$ cat src/rtl/mul_sched_pkg.sv
// Shared types for the multiplier-sharing scheduler.
// Holds default sizing and the two pipeline-stage payload structs. The structs
// are sized from the defaults below, so a top-level WIDTH/NREQ override must be
// matched by changing DefWidth/DefNreq here.
package mul_sched_pkg;

  localparam int unsigned DefWidth = 8;
  localparam int unsigned DefNreq  = 4;
  localparam int unsigned DefIdw   = $clog2(DefNreq);

  // Stage 1: operands presented to the shared datapath.
  typedef struct packed {
    logic [DefWidth-1:0] a;
    logic [DefWidth-1:0] b;
    logic                mode;
    logic [DefIdw-1:0]   id;
  } s1_t;

  // Stage 2: captured result waiting on the response channel.
  typedef struct packed {
    logic [2*DefWidth-1:0] p;
    logic                  ovf;
    logic [DefIdw-1:0]     id;
  } s2_t;

endpackage

$ cat src/rtl/rr_arb.sv
// Round-robin arbiter (combinational).
// Searches req_i starting at index ptr_i upward with wrap and grants the first
// asserted request. The pointer register is owned by the caller.
//   req_i     : request vector
//   ptr_i     : search start index
//   en_i      : grant enable; no grant when low
//   gnt_o     : one-hot grant (or zero)
//   winner_o  : index of the granted request
//   any_gnt_o : a grant was issued
module rr_arb #(
  parameter int unsigned NREQ = 4,
  parameter int unsigned IDW  = $clog2(NREQ)
) (
  input  logic [NREQ-1:0] req_i,
  input  logic [IDW-1:0]  ptr_i,
  input  logic            en_i,
  output logic [NREQ-1:0] gnt_o,
  output logic [IDW-1:0]  winner_o,
  output logic            any_gnt_o
);

  always_comb begin
    logic [IDW-1:0] idx;
    gnt_o     = '0;
    winner_o  = '0;
    any_gnt_o = 1'b0;
    idx       = '0;
    for (int unsigned i = 0; i < NREQ; i++) begin
      idx = IDW'((32'(ptr_i) + i) % NREQ);
      if (en_i && !any_gnt_o && req_i[idx]) begin
        gnt_o[idx] = 1'b1;
        winner_o   = idx;
        any_gnt_o  = 1'b1;
      end
    end
  end

endmodule

$ cat src/rtl/mul_share_sched.sv
// Time-shares one combinational multiplier datapath among NREQ requesters.
// A round-robin grant loads the winner's operands into stage 1, which drives
// the datapath; stage 2 captures the product and presents it on the response
// channel. Each op carries its requester ID and the per-requester approx mode.
//   clk_i/rst_i          : clock, synchronous active-high reset
//   req_valid_i/ready_o  : per-requester handshake; ready is one-hot or zero
//   req_a_i/req_b_i      : packed operands, requester i at [i*WIDTH +: WIDTH]
//   cfg_we_i/cfg_approx_i: write the per-requester approx-mode register
//   mul_a_o/b_o/mode_o   : registered datapath inputs
//   mul_p_i/mul_ovf_i    : datapath result
//   rsp_*                : response channel
module mul_share_sched
  import mul_sched_pkg::*;
#(
  parameter int unsigned WIDTH = DefWidth,
  parameter int unsigned NREQ  = DefNreq,
  parameter int unsigned IDW   = $clog2(NREQ)
) (
  input  logic                  clk_i,
  input  logic                  rst_i,
  input  logic [NREQ-1:0]       req_valid_i,
  output logic [NREQ-1:0]       req_ready_o,
  input  logic [NREQ*WIDTH-1:0] req_a_i,
  input  logic [NREQ*WIDTH-1:0] req_b_i,
  input  logic                  cfg_we_i,
  input  logic [NREQ-1:0]       cfg_approx_i,
  output logic [WIDTH-1:0]      mul_a_o,
  output logic [WIDTH-1:0]      mul_b_o,
  output logic                  mul_mode_o,
  input  logic [2*WIDTH-1:0]    mul_p_i,
  input  logic                  mul_ovf_i,
  output logic                  rsp_valid_o,
  input  logic                  rsp_ready_i,
  output logic [IDW-1:0]        rsp_id_o,
  output logic [2*WIDTH-1:0]    rsp_p_o,
  output logic                  rsp_ovf_o
);

  logic            s1_valid_q, s2_valid_q;
  s1_t             s1_q, s1_d;
  s2_t             s2_q;
  logic [IDW-1:0]  ptr_q, ptr_d;
  logic [NREQ-1:0] approx_q;

  logic            adv1, adv2;
  logic [NREQ-1:0] gnt;
  logic [IDW-1:0]  winner;
  logic            any_gnt;

  logic [WIDTH-1:0] a_arr [NREQ];
  logic [WIDTH-1:0] b_arr [NREQ];

  assign adv2 = !s2_valid_q || rsp_ready_i;
  assign adv1 = !s1_valid_q || adv2;

  // Gating with reset keeps req_ready low while the pipeline is being cleared.
  rr_arb #(
    .NREQ(NREQ),
    .IDW (IDW)
  ) u_arb (
    .req_i    (req_valid_i),
    .ptr_i    (ptr_q),
    .en_i     (adv1 && !rst_i),
    .gnt_o    (gnt),
    .winner_o (winner),
    .any_gnt_o(any_gnt)
  );

  assign req_ready_o = gnt;

  always_comb begin
    for (int unsigned i = 0; i < NREQ; i++) begin
      a_arr[i] = req_a_i[i*WIDTH +: WIDTH];
      b_arr[i] = req_b_i[i*WIDTH +: WIDTH];
    end
  end

  always_comb begin
    s1_d.a    = a_arr[winner];
    s1_d.b    = b_arr[winner];
    s1_d.mode = approx_q[winner];  // pre-write value when cfg_we coincides
    s1_d.id   = winner;
    ptr_d     = (winner == IDW'(NREQ - 1)) ? '0 : winner + 1'b1;
  end

  always_ff @(posedge clk_i) begin
    if (rst_i) begin
      s1_valid_q <= 1'b0;
      s2_valid_q <= 1'b0;
      s1_q       <= '0;
      s2_q       <= '0;
      ptr_q      <= '0;
      approx_q   <= '0;
    end else begin
      if (cfg_we_i) begin
        approx_q <= cfg_approx_i;
      end
      if (adv2) begin
        s2_valid_q <= s1_valid_q;
        if (s1_valid_q) begin
          s2_q.p   <= mul_p_i;
          s2_q.ovf <= mul_ovf_i;
          s2_q.id  <= s1_q.id;
        end
      end
      // Without a grant S1 keeps its operands so the datapath output stays stable.
      if (adv1) begin
        s1_valid_q <= any_gnt;
        if (any_gnt) begin
          s1_q  <= s1_d;
          ptr_q <= ptr_d;
        end
      end
    end
  end

  assign mul_a_o     = s1_q.a;
  assign mul_b_o     = s1_q.b;
  assign mul_mode_o  = s1_q.mode;
  assign rsp_valid_o = s2_valid_q;
  assign rsp_id_o    = s2_q.id;
  assign rsp_p_o     = s2_q.p;
  assign rsp_ovf_o   = s2_q.ovf;

endmodule

$ cat config.mk
export PLATFORM = sky130hd
export DESIGN_NAME = mul_share_sched
export DESIGN_NICKNAME = d
export VERILOG_FILES = /design/src/rtl/mul_sched_pkg.sv /design/src/rtl/rr_arb.sv /design/src/rtl/mul_share_sched.sv
export SDC_FILE = /design/constraint.sdc
export NUM_CORES = 1
export LEC_CHECK = 0
export CORE_MARGIN = 3
export CORE_UTILIZATION = 35
export DETAILED_ROUTE_END_ITERATION = 16
export PLACE_DENSITY = 0.72
export RECOVER_POWER = 100
export SLEW_MARGIN = 20
export SYNTH_ARGS = -nofsm -noshare
export SYNTH_HDL_FRONTEND = slang
export SYNTH_SLANG_ARGS = --single-unit
$ cat constraint.sdc
create_clock -name clk_i -period 5.5 [get_ports clk_i]
set_clock_uncertainty 0.2 [all_clocks]
set_input_delay 1.65 -clock clk_i [delete_from_list [all_inputs] [get_ports clk_i]]
set_output_delay 1.65 -clock clk_i [all_outputs]
set_load 0.01 [all_outputs]
Word-level counts from Yosys, hierarchy flattened
Index checks and enable logic that the tools add are counted.
Storage, ports and cells
  register bits: 46
  logic and storage cells: 89
  output and inout bits: 41
Operators by class
  equal/unequal tests: 1
  add/subtract/negate cells: 4
  $lt $le $gt $ge: 10
  bitwise logic cells: 4
  muxes and demuxes: 37
  reductions and logical operators: 22
Operators with widths (count)
  8-bit binary-select mux with 2-bit select: 2
  8-bit two-way mux: 4
  4-bit two-way mux: 4
  2-bit by 3-bit less-than comparator with 1-bit output, second input constant: 5
  1-bit two-way mux: 13
  1-bit logical AND: 12
  4-bit bitwise OR: 3
  1-bit binary-select mux with 2-bit select: 5
  2-bit two-way mux: 5
  1-bit demux with 2-bit select: 4
  2-bit by 1-bit greater-or-equal comparator with 1-bit output, second input constant: 4
  1-bit zero test: 6
  2-bit by 1-bit adder with 2-bit output, second input constant: 2
  2-bit adder, second input constant: 2
  2-bit AND reduction: 2
  3-bit greater-or-equal comparator, second input constant: 1
  2-bit NOT with 3-bit output: 1
  2-bit equality test, second input constant: 1
  1-bit logical OR: 2

Depth between registers and ports, before layout
  depth after elaboration: 22
  mapped depth: 11
  mapped depth without buffers: 8

Cells and area by module
A second synthesis with hierarchy kept.
Second synthesis, totals
  cell total of the unflattened synthesis: 272
  area total of the unflattened synthesis: 2788.9 sq um
Modules (own cells, without submodules)
  mul_share_sched: area an instance 2210.9 sq um, sequential area each 920.9 sq um, instances 1, cells each 205
  rr_arb: area an instance 578.1 sq um, sequential area each 0.0 sq um, instances 1, cells each 67

Worst setup path before layout
OpenSTA, ideal clock, no wires.
  kind: input to output
  start point: in req_valid_i[3]
  end point: out req_ready_o[1]
  path slack: 745 ps
  stages: 6
  buffers on the path: 1
  data required time: 3650 ps
  arrival time: 2905 ps
  cells stage by stage: clkbuf_1 -> mux4_2 -> nor2_1 -> and3_1 -> a22oi_1 -> o21ai_1
Between the ends
  longest elaborated chain between the ends: 16
Ends and longest elaborated chain
  from (decl): line mul_share_sched.sv:21  | input logic [NREQ-1:0] req_valid_i,
  1-bit binary-select mux with 2-bit select: line rr_arb.sv:30  | if (en_i && !any_gnt_o && req_i[idx]) begin
  1-bit two-way mux (not written as such): line rr_arb.sv:30
  1-bit logical AND: line rr_arb.sv:30
  1-bit two-way mux: line rr_arb.sv:30
  1-bit zero test: line rr_arb.sv:30
  1-bit logical AND (2 in a row): line rr_arb.sv:30
  1-bit two-way mux: line rr_arb.sv:30
  1-bit zero test: line rr_arb.sv:30
  1-bit logical AND (2 in a row): line rr_arb.sv:30
  1-bit two-way mux: line rr_arb.sv:30
  1-bit zero test: line rr_arb.sv:30
  1-bit logical AND (2 in a row): line rr_arb.sv:30
  4-bit two-way mux (*): line rr_arb.sv:30
  to (decl): line mul_share_sched.sv:22  | output logic [NREQ-1:0] req_ready_o,
Mark *: on every way between the ends. The rest lies on a longest branch, timed or not. The select of a mux whose other input is x is not followed.

Worst setup path in the final report
  start point: in req_valid_i[2]
  end point: out req_ready_o[0]
Same word-level chain as after synthesis.

==> results.toml <==
[outcome]
status = "finished, violations left"
violations = "capacitance limit, slew limit"

[setup_path]
cp_max_fo = 5
cp_data_arrival_time_ns = 3.48
start_kind = "primary input"
timing.rr.end = "mul_b_o[2]"
crit_type = "in -> out"
regToRegSetupSlack_ns = 0.91
rr_startpoint = "ptr_q[0]"
end_kind = "output port"
cp.required_ns = 3.65
r2r_cells = 8

[place]
port_buffers = 133
routabilityCongestion = 0.7585
dpl-instance-area_um2 = 3889
dpl.hpwl_um = 5598

[routing]
routedWlPerCell_um = 14.62
drt_iter0_markers = 95
drc = 0
vias = 2446
drt_pass1_iterations = 4
viasPerCell = 4.931
wl_um = 7252
drtAntennaViolNets = 0

[floorplan]
die_w_um = 92.46
die_area_um2 = 8549
coreArea_um2 = 7019
fp-row-count = 30
ios = 134
die_h_um = 92.46
initial_utilization = 0.3727

[synth]
synthDistinctLibCells = 38
synth_top_cell_by_area = "dfxtp_1"
netlist.area_leader.share = 0.3520
synthTopCellsByArea = "dfxtp_1, mux2i_1, nand2_1, o221ai_1, a21oi_1"
ys_warn_count = 0
ys_seq_elements = 46
avgSynthCellArea_um2 = 9.212
seq_area_frac_synth = 0.3520
syn_inst = 284
syn_nets = 381
synthesis.area_um2 = 2616

[global_route]
track_usage = 0.1661
grt_pass1_vias = 2335
grt-ovfl-total = 0
grt_max_degree = 38
grt_pass1_wl_um = 11630
antenna_found_initial = 0

[timing]
rsz0062_at_grt = "false"
tightest_slew_ns = 2.227
slew_headroom = -0.4864
finalSetupViolCount = 0
fmax_ghz = 0.1875
post-route-min-period_ns = 5.333
finalHoldViolCount = 0
fin_crit_sh = 0.9696
maxSlewViolCount = 38
tns_ns = 0

[pwr]
vdd_drop_max_mv = 0.1200
power_w = 0.001046
p_leak_nw = 1.536
power_density_nw_per_um2 = 264.6

[cts]
postCtsSetupBuffers = 0
cts_tree = "yes"
cts_root_buffer = "clkbuf_8"
cts_num_sinks = 46
clock_path_buffers = 2
insertion_delay_ns = 0.29
path_clk_slew_ns = 0.08
numCtsBuffers = 5
h-tree-depth = 2
holdBufCountCts = 0

[min_path]
hold_path_class = "reg -> reg"
hp-start = "rsp_p_o[8]"
hold_path_end = "rsp_p_o[8]"
whs_path_depth = 2

[layout]
drive_gt1_frac = 0.08000
layout.nets = 496
areaGrowthSynthToFinish_pct = 51.12
post-route-util = 0.5633
postLayoutCellArea_um2 = 3954
n_antenna_cell = 0

[job]
max_cap_viol_count = 1
[cells by family after synthesis]
kind of cell | count (synthesis) | share of synthesized area
DFF | 46 | 0.3520
muxes | 46 | 0.1961
buffers and inverters | 39 | 0.1043
and+or+nand+nor | 83 | 0.1511
adders and majority gates | 4 | 0.01913
AOI/OAI and AO/OA | 66 | 0.1774
[layer usage]
layer,global-route usage,share of wire,routed length (um)
met1,0.2075,0.42,3039
met2,0.2846,0.51,3678
met5,0,0,0
met3,0.04549,0.069,497
met4,0.03713,0.0050,36
[flip-flops by register name, summed over array words and instances, names as in the netlist, 2 cells and up]
name,count
approx_q,4
s1_q,2
rsp_p_o,16
mul_b_o,8
mul_a_o,8
ptr_q,2
rsp_id_o,2
[cell usage in the layout, fill, tap and decap left out, types with 2 or more instances in the layout]
master           synthesis  final
nor2_1                  10     10
o221ai_1                17     17
clkbuf_1                10      2
ha_1                     4      4
inv_1                    2      2
a211oi_1                 1      2
a21o_1                   2      2
clkdlybuf4s50_1          0     88
a21oi_1                 26     26
clkbuf_8                 0      6
nand2_1                 57     57
nor4b_1                  2      2
dlygate4sd3_1            0     38
dlygate4sd2_1            0      7
buf_4                   16     10
dfxtp_1                 46     46
mux2i_1                 40     40
nor3_1                   2      2
nor2b_1                  3      3
nand2b_1                 2      2
a22oi_1                  9      9
and3_4                   1      2
mux4_2                   4      4
o21ai_0                  2      5
mux2_2                   2      2
[worst max-delay path by stage]
stage | cells past startpoint | slack, ns | to | startpoint
after detailed placement | 7 | -0.21 | req_ready_o[0] | req_valid_i[1]
after floorplan | 6 | 0.75 | req_ready_o[1] | req_valid_i[3]
after global placement | 7 | -0.13 | req_ready_o[0] | req_valid_i[1]
after CTS | 7 | 0.18 | req_ready_o[0] | req_valid_i[2]
after global routing | 7 | 0.03 | req_ready_o[1] | req_valid_i[2]
final | 7 | 0.17 | req_ready_o[0] | req_valid_i[2]
[worst max-delay path, stage by stage]
cell             delay, ns
clkdlybuf4s50_1       0.48
mux4_2                0.52
nor2_1                0.17
and3_4                0.22
a22oi_1               0.08
o21ai_0               0.07
dlygate4sd2_1         0.29
[Yosys cell counts]
| master | number |
|---|---|
| nand2_4 | 1 |
| buf_2 | 4 |
| inv_1 | 2 |
| nor3_1 | 2 |
| a221oi_1 | 1 |
| ha_1 | 4 |
| nor2b_1 | 3 |
| a21oi_2 | 1 |
| dfxtp_1 | 46 |
| a22oi_1 | 9 |
| nor2b_4 | 1 |
| mux2i_1 | 40 |
| buf_4 | 16 |
| nor3_4 | 1 |
| and3_1 | 1 |
| a211oi_2 | 1 |
| o21ai_0 | 2 |
| clkbuf_1 | 10 |
| and3_4 | 1 |
| o21ai_2 | 1 |
| o221ai_1 | 17 |
| mux4_2 | 4 |
| nand2b_1 | 2 |
| a21oi_1 | 26 |
| a211oi_1 | 1 |
| nor2_1 | 10 |
| mux2_2 | 2 |
| nor4b_1 | 2 |
| nor2_8 | 1 |
| a2bb2oi_4 | 1 |
| a21o_1 | 2 |
| nand2_1 | 57 |
| clkinv_1 | 1 |
| buf_12 | 1 |
| buf_6 | 3 |
| nor4_1 | 1 |
| o21ai_1 | 4 |
| buf_8 | 2 |
[metrics by stage]
step / setup WS, ns / hold slack [ns] / std cells
detailed placement: -0.2124 / 0.2457 / 488
global placement: -0.1270 / 0.2404 / 488
CTS: 0.1790 / 0.2574 / 496
global route: 0.03198 / 0.2773 / 496
finish: 0.1672 / 0.2557 / 496
floorplan: 0.7451 / 0.2321 / 284
[cell type report]
cell class	instances	area (um^2)
clock buffer	7	86.33
clock inverter	1	5.005
fill	663	3065
inverter	3	11.26
multi-input combinational	199	1409
sequential	46	920.9
tap	96	120.1
timing repair buffer	144	1401
[power by group]
group / leakage (nW) / switching [W] / internal [W]
combinational: 1.11 / 0.000187 / 0.000233
sequential: 0.381 / 0.0000304 / 0.000383
clock: 0.0482 / 0.000111 / 0.000102
[repair_timing]
item | CTS | global route
endpoints found under the hold margin | 0 | 0
endpoints found under the setup margin | 4 | 0
gates resized for setup | 9 | 0
No activity file was read; power rests on OpenSTA's default activity.
